===== src/rtl/dm_arb_pkg.sv =====
// Shared encodings for the data-memory arbiter: FSM states and memory owner codes.
// The starvation-guard states are only used when DM_ARB_STARVE_EN is defined.
package dm_arb_pkg;

   typedef enum logic [1:0] {
      S_IDLE  = 2'd0,
      S_WAIT  = 2'd1,
      S_FORCE = 2'd2
   } state_e;

   typedef enum logic [1:0] {
      OWN_NONE = 2'd0,
      OWN_CPU  = 2'd1,
      OWN_EXT  = 2'd2
   } owner_e;

endpackage


===== src/rtl/dm_arb_wait_ctr.sv =====
// Saturating 4-bit wait counter for the starvation guard; hit_o flags MAX_WAIT-1.
// Compiled only when DM_ARB_STARVE_EN is defined.
`ifdef DM_ARB_STARVE_EN
module dm_arb_wait_ctr
   import dm_arb_pkg::*;
#(
   parameter int MAX_WAIT = 8
) (
   input  logic clk,
   input  logic rst_n,
   input  logic clr_i,
   input  logic inc_i,
   output logic hit_o
);

   localparam int              CNT_W   = 4;
   localparam logic [CNT_W-1:0] HIT_VAL = CNT_W'(MAX_WAIT - 1);
   localparam logic [CNT_W-1:0] CNT_MAX = '1;

   logic [CNT_W-1:0] cnt_q;
   logic [CNT_W-1:0] cnt_d;

   // NOTE: assign a default first so every path drives cnt_d and no latch is inferred.
   always_comb begin
      cnt_d = cnt_q;
      if (clr_i) begin
         cnt_d = '0;
      end else if (inc_i && (cnt_q != CNT_MAX)) begin
         cnt_d = cnt_q + 1'b1;
      end
   end

   // NOTE: state registers use non-blocking assignments; reset is sampled on the clock edge.
   always_ff @(posedge clk) begin
      if (!rst_n) begin
         cnt_q <= '0;
      end else begin
         cnt_q <= cnt_d;
      end
   end

   assign hit_o = (cnt_q == HIT_VAL);

endmodule
`endif


===== src/rtl/dm_arbiter.sv =====
// Arbitrates the single-port data memory between the CPU MEM stage and an external port.
// Define DM_ARB_STARVE_EN to add the starvation guard (forced external slot + cpu_stall).
module dm_arbiter
   import dm_arb_pkg::*;
#(
   parameter int AW       = 7,
   parameter int DW       = 32,
   parameter int MAX_WAIT = 8
) (
   input  logic          clk,
   input  logic          rst_n,
   input  logic          cpu_rd,
   input  logic          cpu_wr,
   input  logic [AW-1:0] cpu_addr,
   input  logic [DW-1:0] cpu_wdata,
   output logic [DW-1:0] cpu_rdata,
   output logic          cpu_stall,
   input  logic          ext_req,
   input  logic          ext_wr,
   input  logic [AW-1:0] ext_addr,
   input  logic [DW-1:0] ext_wdata,
   output logic          ext_gnt,
   output logic [DW-1:0] ext_rdata,
   output logic          ext_rvalid,
   output logic          dm_rd,
   output logic          dm_wr,
   output logic [AW-1:0] dm_addr,
   output logic [DW-1:0] dm_wdata,
   input  logic [DW-1:0] dm_rdata
);

   if ((MAX_WAIT < 1) || (MAX_WAIT > 15)) begin : g_bad_max_wait
      $error("dm_arbiter: MAX_WAIT must be within 1..15");
   end

   logic   cpu_act;
   owner_e owner;
   logic   stall;

   assign cpu_act = cpu_rd | cpu_wr;

`ifdef DM_ARB_STARVE_EN
   state_e state_q;
   state_e state_d;
   logic   wait_hit;

   dm_arb_wait_ctr #(
      .MAX_WAIT (MAX_WAIT)
   ) u_wait_ctr (
      .clk   (clk),
      .rst_n (rst_n),
      .clr_i (~ext_req | ext_gnt),
      .inc_i (ext_req & ~ext_gnt),
      .hit_o (wait_hit)
   );

   always_ff @(posedge clk) begin
      if (!rst_n) begin
         state_q <= S_IDLE;
      end else begin
         state_q <= state_d;
      end
   end

   // Checking hit from S_IDLE lets MAX_WAIT=1 force on the second waiting cycle.
   always_comb begin
      state_d = state_q;
      case (state_q)
         S_IDLE: begin
            if (ext_req && !ext_gnt) begin
               state_d = wait_hit ? S_FORCE : S_WAIT;
            end
         end
         S_WAIT: begin
            if (!ext_req || ext_gnt) begin
               state_d = S_IDLE;
            end else if (wait_hit) begin
               state_d = S_FORCE;
            end
         end
         S_FORCE: state_d = S_IDLE;
         default: state_d = S_IDLE;
      endcase
   end
`endif

   // A forced slot dropped by the requester still stalls the CPU but issues no strobe.
   always_comb begin
      owner = OWN_NONE;
      stall = 1'b0;
      if (!rst_n) begin
         owner = OWN_NONE;
      end
`ifdef DM_ARB_STARVE_EN
      else if (state_q == S_FORCE) begin
         stall = cpu_act;
         if (ext_req) begin
            owner = OWN_EXT;
         end
      end
`endif
      else if (cpu_act) begin
         owner = OWN_CPU;
      end else if (ext_req) begin
         owner = OWN_EXT;
      end
   end

   always_comb begin
      ext_gnt  = 1'b0;
      dm_rd    = 1'b0;
      dm_wr    = 1'b0;
      dm_addr  = '0;
      dm_wdata = '0;
      case (owner)
         OWN_CPU: begin
            dm_wr    = cpu_wr;
            dm_rd    = cpu_rd & ~cpu_wr;
            dm_addr  = cpu_addr;
            dm_wdata = cpu_wdata;
         end
         OWN_EXT: begin
            ext_gnt  = 1'b1;
            dm_wr    = ext_wr;
            dm_rd    = ~ext_wr;
            dm_addr  = ext_addr;
            dm_wdata = ext_wdata;
         end
         default: ;
      endcase
   end

   logic [DW-1:0] ext_rdata_q;
   logic [DW-1:0] ext_rdata_d;
   logic          ext_rvalid_q;
   logic          ext_rvalid_d;

   assign ext_rvalid_d = ext_gnt & ~ext_wr;
   assign ext_rdata_d  = ext_rvalid_d ? dm_rdata : ext_rdata_q;

   always_ff @(posedge clk) begin
      if (!rst_n) begin
         ext_rdata_q  <= '0;
         ext_rvalid_q <= 1'b0;
      end else begin
         ext_rdata_q  <= ext_rdata_d;
         ext_rvalid_q <= ext_rvalid_d;
      end
   end

   // Gating with rst_n drops the pulse of a read granted just before reset asserts.
   assign ext_rvalid = ext_rvalid_q & rst_n;
   assign ext_rdata  = ext_rdata_q;
   assign cpu_rdata  = dm_rdata;
   assign cpu_stall  = stall;

endmodule


===== config.mk =====
export PLATFORM = sky130hd
export DESIGN_NAME = dm_arbiter
export DESIGN_NICKNAME = d
export VERILOG_FILES = /design/src/rtl/dm_arb_pkg.sv /design/src/rtl/dm_arb_wait_ctr.sv /design/src/rtl/dm_arbiter.sv
export SDC_FILE = /design/constraint.sdc
export NUM_CORES = 1
export LEC_CHECK = 0
export CORE_MARGIN = 2
export CORE_UTILIZATION = 30
export CTS_CLUSTER_DIAMETER = 50
export DETAILED_ROUTE_END_ITERATION = 10
export PLACE_DENSITY = 0.86
export SYNTH_ARGS = -nofsm -noshare
export SYNTH_HDL_FRONTEND = slang
export SYNTH_HIERARCHICAL = 1
export SYNTH_SLANG_ARGS = --single-unit

===== constraint.sdc =====
create_clock -name clk -period 2.05 [get_ports clk]
set_clock_uncertainty 0.1 [all_clocks]
set_input_delay 0.205 -clock clk [delete_from_list [all_inputs] [get_ports clk]]
set_output_delay 0.205 -clock clk [all_outputs]
set_load 0.05 [all_outputs]

==> qor.yml <==
setup_path:
  path_cells: "clkdlybuf4s50_1 > nand3_1 > ha_4 > buf_8 > a22oi_2 > nor2_4 > buf_12"
  reg2reg_depth: 2
  crit_path_max_incr_delay_ns: 0.51
  critical_path_required_ns: 1.75
  critPathCaptureType: "primary output"
  crit_fanout: 20
  start_kind: "input pin"
  worst_ep_arrival_time_ns: 1.79
  reg2reg_slack_ns: 1.33
  critical_path_class: "input pin to primary output"
  cpMaxStageDelayCell: "clkdlybuf4s50_1"
route:
  wire_per_inst_um: 20.0
  routed_wirelength_mm: 11.4
  firstDrtPassIters: 5
  ant_nets: 0
  via_count: 2821
  drtIter0Drc: 81
  vias_per_cell: 4.96
  drc: 0
timing:
  maxClockFrequency_ghz: 0.478
  worst_slack_ns: -0.0411
  hold_viol_final: 0
  worst_pin_slew_ns: 0.594
  fin_crit_sh_pct: 102
  min_period_ns: 2.09
  timing.hold.ws_ns: 0.355
  rsz0062_at_grt: "yes"
  finalSetupViolations: 18
  max_slew_margin_pct: 60.4
  final-max-slew-violation-count: 0
yosys:
  netlist_area_um2: 2210
  yosys-top-cells-count: "64 x nand2_1, 41 x nor2_1, 40 x a22oi_1, 34 x buf_4, 33 x dfxtp_1"
  synth_area_leaders: "dfxtp_1 30%, mux2i_1 14%, a22oi_1 14%"
  async_flop_share_pct: 0
  ys_seq_elements: 33
  synth_warnings: 6
  synth-edff-count: 0
  yosysTopAreaCellShare_pct: 29.8
  syn_inst: 282
  synth_cell_type_count: 20
  avgSynthCellArea_um2: 7.85
  synthMostInstantiatedCell: "nand2_1"
  yosys.area.top_type: "dfxtp_1"
  yosysSeqAreaShare_pct: 29.8
  syn_nets: 401
  synthFlopType: "dfxtp_1"
finish:
  final_util_pct: 74.0
  num_antenna_cells: 0
  multiInputGateArea_um2: 1660
  drive_gt1_share_pct: 39.8
  stdcell_area_um2: 5340
  n_fill_cell: 435
  area_growth_pct: 141
  fin_nets: 588
  sequential_cell_area_um2: 661
placed_design:
  portBuffers: 222
  dp_hpwl_mm: 7.51
  placed_cell_area_um2: 4900
  gp_congestion: 0.831
power_and_ir_drop:
  power.density_nw_per_um2: 413
  finalPower_uw: 2200
  p_leak_uw: 0.00188
  vdd_drop_max_v: 0.000379
clock_tree:
  cts.path.max_buffers: 2
  cts_buffers: 5
  clkTransAtPathRegs_ns: 0.07
  clk_latency_ns: 0.27
  cts_hold_buf: 0
  cts_tree: "yes"
  htreeDepth: 2
  clockRootBuffer: "clkbuf_8"
  clock-sinks: 33
floorplan:
  dieArea_um2: 8090
  io_pins: 224
  initial_core_util_pct: 30.7
  row_count: 31
  core_area_um2: 7210
  die_h_um: 89.9
  fp.dieW_um: 89.9
worst_hold_path:
  hold_class: "flip-flop to flip-flop"
  hold_depth: 2
global_route:
  top_usage_layer: "met2"
  grt_pass1_wl_mm: 17.0
  met3_usage_pct: 7.21
  gr-usage-met2_pct: 48.8
  grt_overflow: 0
  grt_pass1_vias: 2915
  antenna_found_initial: 1
  grt_max_degree: 67
  gr-usage-met1_pct: 28.8
  track_usage_pct: 26.6
run:
  max-cap-violations: 0
outcome:
  status: "complete, but fails checks"
  violations: "negative setup slack"
==> final timing paths <==
path | endpoint | start
setup / recovery | dm_wdata[7] | ext_req
hold / removal | ext_rdata[3]$_SDFFE_PN0P_ | ext_rdata[3]$_SDFFE_PN0P_
setup reg to reg | ext_rdata[22]$_SDFFE_PN0P_ | ext_rdata[22]$_SDFFE_PN0P_
hold reg to reg | ext_rdata[3]$_SDFFE_PN0P_ | ext_rdata[3]$_SDFFE_PN0P_
==> final cells by class <==
type | count | area share, %
repair buffers | 238 | 52.5
multi-input cells | 190 | 31.2
flip-flops and latches | 33 | 12.4
well taps | 99 | 2.32
clock buffers | 6 | 1.36
clock inverters | 2 | 0.188
inverters | 1 | 0.0704
==> flip-flops by register name, indices dropped and copies added (netlist names) <==
| signal | cells |
|---|---|
| ext_rvalid_q | 1 |
| ext_rdata | 32 |
==> through the flow <==
stage | worst slack, ns | instances | setup TNS (ns)
after floorplan | -0.0889 | 282 | -1.23
after global placement | -0.149 | 554 | -4.91
after detailed placement | -0.243 | 554 | -9.04
after CTS | 0.0109 | 568 | 0
after global routing | -0.0416 | 569 | -0.297
final | -0.0411 | 569 | -0.255
==> power breakdown <==
group,total (uW),switching [uW],internal (uW)
clock,454,219,235
combinational,1100,595,502
sequential,650,2.96,647
total,2200,817,1380
==> metal layers <==
| metal | vias up | wire length (um) |
|---|---|---|
| li1 | 1288 | - |
| met1 | 1309 | 4170 |
| met2 | 182 | 5850 |
| met3 | 40 | 878 |
| met4 | 2 | 450 |
| met5 | - | 13 |
==> cells in the final DEF (no fill, tap or decap), drive strengths merged <==
| master | instances |
|---|---|
| clkinv | 2 |
| clkbuf | 8 |
| nand3b | 1 |
| buf | 91 |
| or2b | 1 |
| nand2 | 64 |
| ha | 3 |
| mux2i | 32 |
| inv | 1 |
| nor2b | 1 |
| clkdlybuf4s50 | 144 |
| a21oi | 1 |
| dlygate4sd2 | 1 |
| conb | 1 |
| and3 | 1 |
| nor2 | 41 |
| nand3 | 1 |
| a22oi | 40 |
| o21ai | 1 |
| and2 | 2 |
| dfxtp | 33 |
==> logic make-up (layout without fill, tap and decap cells) <==
family,count (synthesis),after routing,synth area share [%]
compound gates,42,42,14.0
buf+inv,59,247,19.7
simple gates,112,112,20.2
flops,33,33,29.8
fa+ha+maj,3,3,1.70
other cells,1,1,0.169
mux,32,32,14.5
==> critical path, delay by kind of cell <==
family,cells,cell delay [ns]
simple gates,2,0.24
compound gates,1,0.23
fa+ha+maj,1,0.25
buf+inv,3,0.85
==> repair_timing <==
item,CTS,global route
pin swaps,1,5
buffers inserted,5,0
endpoints found under the setup margin,41,34
cloned,1,1
gates resized for setup,48,8
(Power assumes the default switching activity.)
